### src/rtl/mips_ctrl_pkg.sv
// Shared opcode and ALUOp constants plus the packed control bundle for the MIPS main decoder.
package mips_ctrl_pkg;

  // Opcodes, instruction bits [31:26]
  localparam logic [5:0] OP_RTYPE = 6'b000000;
  localparam logic [5:0] OP_ANDI  = 6'b001100;
  localparam logic [5:0] OP_ORI   = 6'b001101;
  localparam logic [5:0] OP_ADDIU = 6'b001001;
  localparam logic [5:0] OP_LW    = 6'b100011;
  localparam logic [5:0] OP_SW    = 6'b101011;
  localparam logic [5:0] OP_BEQ   = 6'b000100;
  localparam logic [5:0] OP_J     = 6'b000010;

  // ALU operation classes; 101..111 are never produced
  localparam logic [2:0] ALUOP_ADD   = 3'b000;
  localparam logic [2:0] ALUOP_SUB   = 3'b001;
  localparam logic [2:0] ALUOP_RTYPE = 3'b010;
  localparam logic [2:0] ALUOP_AND   = 3'b011;
  localparam logic [2:0] ALUOP_OR    = 3'b100;

  typedef struct packed {
    logic       reg_dst;
    logic       alu_src;
    logic       mem_to_reg;
    logic       reg_write;
    logic       mem_read;
    logic       mem_write;
    logic       branch;
    logic       jump;
    logic [2:0] alu_op;
  } ctrl_t;

endpackage

### src/rtl/mips_control_unit_if.sv
// Opcode-in / control-strobes-out bundle of the MIPS main decoder.
// ILLEGAL_OPCODE_FLAG_EN adds the IllegalOp flag.
interface mips_control_unit_if;

  logic [5:0] Opcode;
  logic       RegDst;
  logic       ALUSrc;
  logic       MemtoReg;
  logic       RegWrite;
  logic       MemRead;
  logic       MemWrite;
  logic       Branch;
  logic       Jump;
  logic [2:0] ALUOp;
`ifdef ILLEGAL_OPCODE_FLAG_EN
  logic       IllegalOp;
`endif

  // Decode stage side: supplies the opcode, consumes the strobes
  modport master (
    output Opcode,
    input  RegDst, ALUSrc, MemtoReg, RegWrite, MemRead, MemWrite, Branch, Jump, ALUOp
`ifdef ILLEGAL_OPCODE_FLAG_EN
    , input IllegalOp
`endif
  );

  // Control unit side
  modport slave (
    input  Opcode,
    output RegDst, ALUSrc, MemtoReg, RegWrite, MemRead, MemWrite, Branch, Jump, ALUOp
`ifdef ILLEGAL_OPCODE_FLAG_EN
    , output IllegalOp
`endif
  );

endinterface

### src/rtl/mips_ctrl_decode.sv
// Purely combinational opcode-to-control-bundle decoder.
// Unlisted opcodes decode to an all-zero safe NOP.
// ILLEGAL_OPCODE_FLAG_EN adds the illegal output.
module mips_ctrl_decode
  import mips_ctrl_pkg::*;
(
  input  logic [5:0] opcode,
`ifdef ILLEGAL_OPCODE_FLAG_EN
  output logic       illegal,
`endif
  output ctrl_t      ctrl
);

  logic illegal_d;

  // Table lookup, all-zero default first
  always_comb begin
    ctrl      = '0;
    illegal_d = 1'b0;
    case (opcode)
      OP_RTYPE: begin
        ctrl.reg_dst   = 1'b1;
        ctrl.reg_write = 1'b1;
        ctrl.alu_op    = ALUOP_RTYPE;
      end
      OP_ANDI: begin
        ctrl.alu_src   = 1'b1;
        ctrl.reg_write = 1'b1;
        ctrl.alu_op    = ALUOP_AND;
      end
      OP_ORI: begin
        ctrl.alu_src   = 1'b1;
        ctrl.reg_write = 1'b1;
        ctrl.alu_op    = ALUOP_OR;
      end
      OP_ADDIU: begin
        ctrl.alu_src   = 1'b1;
        ctrl.reg_write = 1'b1;
        ctrl.alu_op    = ALUOP_ADD;
      end
      OP_LW: begin
        ctrl.alu_src    = 1'b1;
        ctrl.mem_to_reg = 1'b1;
        ctrl.reg_write  = 1'b1;
        ctrl.mem_read   = 1'b1;
        ctrl.alu_op     = ALUOP_ADD;
      end
      OP_SW: begin
        ctrl.alu_src   = 1'b1;
        ctrl.mem_write = 1'b1;
        ctrl.alu_op    = ALUOP_ADD;
      end
      OP_BEQ: begin
        ctrl.branch = 1'b1;
        ctrl.alu_op = ALUOP_SUB;
      end
      OP_J: begin
        ctrl.jump = 1'b1;
      end
      default: illegal_d = 1'b1;
    endcase
  end

`ifdef ILLEGAL_OPCODE_FLAG_EN
  assign illegal = illegal_d;
`else
  // Flag not exported; keep the net consumed
  logic unused_illegal;
  assign unused_illegal = illegal_d;
`endif

endmodule

### src/rtl/mips_control_unit.sv
// MIPS main control unit: combinational decode followed by one output register stage
// with asynchronous active-high reset. ILLEGAL_OPCODE_FLAG_EN adds a registered IllegalOp.
module mips_control_unit
  import mips_ctrl_pkg::*;
(
  input logic                 clk,
  input logic                 rst,
  mips_control_unit_if.slave  bus
);

  ctrl_t ctrl_d, ctrl_q;

`ifdef ILLEGAL_OPCODE_FLAG_EN
  logic illegal_d, illegal_q;
`endif

  mips_ctrl_decode u_decode (
    .opcode  (bus.Opcode),
`ifdef ILLEGAL_OPCODE_FLAG_EN
    .illegal (illegal_d),
`endif
    .ctrl    (ctrl_d)
  );

  // Output register: clears immediately on reset, otherwise loads this cycle's decode
  always_ff @(posedge clk or posedge rst) begin
    if (rst) begin
      ctrl_q <= '0;
    end else begin
      ctrl_q <= ctrl_d;
    end
  end

`ifdef ILLEGAL_OPCODE_FLAG_EN
  // Illegal-opcode flag, registered alongside the bundle
  always_ff @(posedge clk or posedge rst) begin
    if (rst) begin
      illegal_q <= 1'b0;
    end else begin
      illegal_q <= illegal_d;
    end
  end

  assign bus.IllegalOp = illegal_q;
`endif

  assign bus.RegDst   = ctrl_q.reg_dst;
  assign bus.ALUSrc   = ctrl_q.alu_src;
  assign bus.MemtoReg = ctrl_q.mem_to_reg;
  assign bus.RegWrite = ctrl_q.reg_write;
  assign bus.MemRead  = ctrl_q.mem_read;
  assign bus.MemWrite = ctrl_q.mem_write;
  assign bus.Branch   = ctrl_q.branch;
  assign bus.Jump     = ctrl_q.jump;
  assign bus.ALUOp    = ctrl_q.alu_op;

endmodule

### src/flat_wrapper.sv
// flat-port wrapper written by rule: the top's interface ports become plain ports
module mips_control_unit_flat import mips_ctrl_pkg::*;
  (clk, rst, bus_Opcode, bus_RegDst, bus_ALUSrc, bus_MemtoReg, bus_RegWrite, bus_MemRead, bus_MemWrite, bus_Branch, bus_Jump, bus_ALUOp);
  mips_control_unit_if bus_i ();
  input logic clk;
  input logic rst;
  input wire logic [$bits(bus_i.Opcode)-1:0] bus_Opcode;
  output wire logic [$bits(bus_i.RegDst)-1:0] bus_RegDst;
  output wire logic [$bits(bus_i.ALUSrc)-1:0] bus_ALUSrc;
  output wire logic [$bits(bus_i.MemtoReg)-1:0] bus_MemtoReg;
  output wire logic [$bits(bus_i.RegWrite)-1:0] bus_RegWrite;
  output wire logic [$bits(bus_i.MemRead)-1:0] bus_MemRead;
  output wire logic [$bits(bus_i.MemWrite)-1:0] bus_MemWrite;
  output wire logic [$bits(bus_i.Branch)-1:0] bus_Branch;
  output wire logic [$bits(bus_i.Jump)-1:0] bus_Jump;
  output wire logic [$bits(bus_i.ALUOp)-1:0] bus_ALUOp;
  assign bus_i.Opcode = bus_Opcode;
  assign bus_RegDst = bus_i.RegDst;
  assign bus_ALUSrc = bus_i.ALUSrc;
  assign bus_MemtoReg = bus_i.MemtoReg;
  assign bus_RegWrite = bus_i.RegWrite;
  assign bus_MemRead = bus_i.MemRead;
  assign bus_MemWrite = bus_i.MemWrite;
  assign bus_Branch = bus_i.Branch;
  assign bus_Jump = bus_i.Jump;
  assign bus_ALUOp = bus_i.ALUOp;
  mips_control_unit u_core (.clk(clk), .rst(rst), .bus(bus_i));
endmodule
### config.mk
export PLATFORM = sky130hd
export DESIGN_NAME = mips_control_unit_flat
export DESIGN_NICKNAME = d
export VERILOG_FILES = /design/src/rtl/mips_ctrl_pkg.sv /design/src/rtl/mips_control_unit_if.sv /design/src/rtl/mips_ctrl_decode.sv /design/src/rtl/mips_control_unit.sv /design/src/flat_wrapper.sv
export SDC_FILE = /design/constraint.sdc
export NUM_CORES = 1
export LEC_CHECK = 0
export BUFFER_PORTS_ARGS = -buffer_cell sky130_fd_sc_hd__buf_2
export CORE_AREA = 5 5 42 44
export CTS_BUF_LIST = sky130_fd_sc_hd__clkbuf_8
export CTS_CLUSTER_SIZE = 8
export DETAILED_ROUTE_END_ITERATION = 8
export DIE_AREA = 0 0 47 49
export SLEW_MARGIN = 20
export SYNTH_ARGS = -nofsm -noshare
export SYNTH_HDL_FRONTEND = slang
export SYNTH_SLANG_ARGS = --single-unit
### constraint.sdc
create_clock -name clk -period 0.8 [get_ports clk]
set_input_delay 0.16 -clock clk [delete_from_list [all_inputs] [get_ports clk]]
set_output_delay 0.16 -clock clk [all_outputs]
set_load 0.01 [all_outputs]
## Word-level counts from Yosys, hierarchy flattened

Cells that the tools add are included.

- Eq/ne operators: 7
- Muxes and demuxes: 8
- Reduce and logical (&&, ||, !) cells: 3

Operators with widths:

| kind | number |
|---|---|
| 6-bit by 4-bit == test with 1-bit output (second input constant) | 3 |
| 6-bit == test (second input constant) | 2 |
| 3-bit one-hot mux with 4 select lines | 1 |
| 5-bit OR reduction | 2 |
| 1-bit two-way mux | 7 |
| 6-bit by 2-bit == test with 1-bit output (second input constant) | 1 |
| 6-bit by 3-bit == test with 1-bit output (second input constant) | 1 |
| 6-bit logical NOT | 1 |

- Flip-flop bits (word level): 10
- Input port bits: 8
- Output and inout port bits: 11
- Logic and storage cells: 26

## Depth between registers and ports, before layout

- Word-level depth: 3
- Depth in mapped cells: 4
- Depth with buffers taken out: 3

## Modules after synthesis

From an unflattened synthesis, not the netlist that was laid out.

- Cell total of the unflattened synthesis: 35
- Area total of the unflattened synthesis: 427.9 µm²

Modules (own cells, without submodules):

| module | instances | cells an instance | area each (µm²) | sequential area each (µm²) |
|---|---|---|---|---|
| mips_control_unit | 1 | 12 | 279.0 | 275.3 |
| mips_ctrl_decode | 1 | 23 | 148.9 | 0.0 |

## Least setup slack after synthesis

OpenSTA, ideal clock, no wires.

- Path kind: in2reg
- From: input port bus_Opcode[3]
- To: register u_core.ctrl_q (netlist bit u_core.bus.RegWrite)
- Library setup time: 0.127 ns
- Data arrival time: 0.622 ns
- Data required time: 0.673 ns
- Setup slack: 0.051 ns
- Stages: 4
- Path buffers: 1
- Cell sequence: buf_6 nor3b_4 a31oi_1 o22ai_1

RTL lines:

| what | RTL line | RTL |
|---|---|---|
| start, declared | flat_wrapper.sv:7 | `input wire logic [$bits(bus_i.Opcode)-1:0] bus_Opcode;` |
| end signal, assigned | mips_control_unit.sv:30 | `ctrl_q <= ctrl_d;` |
| end, declared | mips_control_unit.sv:11 | `ctrl_t ctrl_d, ctrl_q;` |

## Worst setup path after layout

- From: register u_core.ctrl_q (netlist bit u_core.bus.Jump)
- To: output port bus_Jump

RTL lines:

| what | RTL line | RTL |
|---|---|---|
| end, declared | flat_wrapper.sv:15 | `output wire logic [$bits(bus_i.Jump)-1:0] bus_Jump;` |

No word-level cell between the ends.

==> metrics.yaml <==
critical_path:
  critPathMaxFanout: 1
  max_stage_delay_ns: 0.36
  cp_cell_sequence: "buf_2"
  crit_family: "flip-flops"
  crit_path_top_delay_cell: "dfrtp_1"
  end_kind: "primary output"
  cp_num_buf_inv: 1
  cp.required_ns: 0.64
  cp.arrival_ns: 0.72
  worstSetupPathType: "reg -> out"
  startpoint_type: "register"
placement:
  place_congestion: 0.779
  place_area_um2: 563
  place.port_buffers: 18
  dp_hpwl_um: 689
  placed_cells: 75
  pre_cts_ws_ns: -0.0565
synth:
  async_reset_ff_share_pct: 100
  syn_nets: 48
  ys.flop_type: "dfrtp_1"
  syn-instance-count: 40
  ys_seq_elements: 10
  synth.distinct_cells: 21
  synthSimpleGateAreaFrac_pct: 27.4
  yosys_warnings: 0
  synthAdderAreaFrac_pct: 0
  synthMuxAreaShare_pct: 0
  syn_area_per_cell_um2: 11.4
  synthXorXnorAreaFrac_pct: 1.92
  netlist_area_um2: 457
  ys_seq_area_share_pct: 54.8
  synth-edff-count: 0
  synth_compound_area_share_pct: 6.03
  synth_top_family_by_area: "simple AND/OR/NAND/NOR gates"
timing:
  maxSlewViolCount: 0
  finalCritPeriodShare_pct: 110
  setup_ws_ns: -0.0819
  finalSetupViolCount: 11
  finalHoldViolCount: 0
  tightest_slew_ns: 0.246
  slew_headroom_pct: 83.4
  hold_ws_ns: 0.137
  setup_tns_ns: -0.775
  period_minus_slack_ns: 0.882
  fmax_mhz: 1130
  rsz0062_at_grt: "yes"
floorplanning:
  dieWidth_um: 47
  dieArea_um2: 2300
  placementRows: 14
  coreArea_um2: 1400
  die_h_um: 49
  initial_core_util_pct: 32.6
  io_pins: 19
cells_and_area:
  final_core_util_pct: 45.1
  fin_area_um2: 632
  nNetsFinal: 73
  multi_input_comb_area_um2: 161
  fill_cells: 155
  regArea_um2: 250
  n_antenna_cell: 0
  stdcell_count: 80
  area_growth_pct: 38.4
  final_common_cell: "buf_2"
  layout_common_cells: "18 x buf_2, 10 x dfrtp_1, 5 x buf_4, 4 x clkbuf_8"
  drive_above_1_share_pct: 45.3
outcome:
  outcome: "finished with violations"
  violations: "negative setup slack"
clocking:
  cts_buffer_depth: 2
  cts_buffers: 3
  clkTransAtPathRegs_ns: 0.05
  cts_setup_buffers: 0
  cts_root_buf: "clkbuf_8"
  cts_sinks: 10
  htreeDepth: 1
  cts_tree: "built"
pwr:
  p_int_mw: 1.01
  sw_frac_of_total_pct: 19.7
  p_seq_share_pct: 41.2
  powerDensity_nw_per_um2: 1990
  ir_worst_vdd_mv: 0.891
  p_sw_mw: 0.247
  p_leak_nw: 0.330
  pwr-share-clk_pct: 48.2
  p_total_mw: 1.26
  p_comb_share_pct: 10.6
worst_hold_path:
  min_path_cells: 2
  hp-start: "bus_Opcode[4]"
  hold_class: "in -> reg"
  min_to: "u_core.bus.ALUSrc"
detailed_routing:
  vias_per_cell: 4.49
  dr_total_vias: 359
  drt-total-wl_um: 851
  drt_pass1_iterations: 4
  drt-initial-drc-count: 5
  drc: 0
  postRouteAntennaNets: 0
  wl_per_cell_um: 10.6
global_routing:
  grt_pass1_vias: 350
  grt_use_total_pct: 8.64
  grt_max_degree: 11
  grt_overflow: 0
  grt_pass1_wl_um: 1440
  antenna_found_initial: 0
flow_run:
  cap_violations: 0
## synthesized netlist by cell type, types with 2 or more instances
library cell | number | share of area [%]
dfrtp_1 | 10 | 55
nor3b_1 | 2 | 3.3
nor3_1 | 3 | 3.3
nor2_1 | 3 | 2.5
a21oi_1 | 2 | 2.2
buf_6 | 3 | 7.4
nand2_1 | 3 | 2.5
## state kept, by name, summed over array words and instances (netlist names)
register,cells
u_core.bus.MemWrite,1
u_core.bus.RegWrite,1
u_core.bus.ALUOp,3
u_core.bus.RegDst,1
u_core.bus.ALUSrc,1
u_core.bus.MemtoReg,1
u_core.bus.Branch,1
u_core.bus.Jump,1
## metal layers
| layer | track usage, % | part of all wire [%] | wire length (um) |
|---|---|---|---|
| met1 | 11.0 | 43 | 366 |
| met2 | 13.1 | 49 | 413 |
| met3 | 1.11 | 8.3 | 71 |
| met4 | 5.53 | 0 | 0 |
| met5 | 0 | 0 | 0 |
## kinds of logic (layout without fill, tap and decap cells)
logic type,after synthesis,in the layout
buffers and inverters,5,29
xor gates and xnor gates,1,1
DFF,10,10
AOI/OAI and AO/OA,5,5
and+or+nand+nor,19,19
## power groups by stage
| stage | Combinational (mW) | Clock (mW) | Sequential (mW) |
|---|---|---|---|
| after floorplan | 0.0749 | 0 | 0.531 |
| after global placement | 0.127 | 0 | 0.525 |
| after detailed placement | 0.129 | 0 | 0.526 |
| after CTS | 0.133 | 0.624 | 0.518 |
| after global routing | 0.152 | 0.646 | 0.518 |
| final | 0.132 | 0.605 | 0.518 |
## how the worst max path moves through the flow
stage	end	from	slack, ns	cells past startpoint
2_1_floorplan	u_core.bus.RegWrite	bus_Opcode[3]	0.05	4
6_report	bus_Jump	u_core.bus.Jump	-0.08	1
3_3_place_gp	u_core.bus.RegWrite	bus_Opcode[4]	-0.07	3
5_1_grt	bus_MemtoReg	u_core.bus.MemtoReg	-0.11	1
3_5_place_dp	u_core.bus.RegWrite	bus_Opcode[4]	-0.06	3
4_1_cts	bus_Jump	u_core.bus.Jump	-0.09	1
## final cells by class
type,count,share of cell area (%)
clock buffers,4,8.71
inverters,1,1.19
multi-input cells,25,25.5
flip-flops and latches,10,39.6
well taps,16,3.17
repair buffers,24,21.8
## timing repair
item | 4_1_cts | 5_1_grt
endpoints found under the setup margin | 11 | 21
hold buffers | 1 | 0
gates resized for setup | 0 | 1
hold endpoints to repair | 10 | 0
Note: power is estimated with default switching activity, not from simulation.
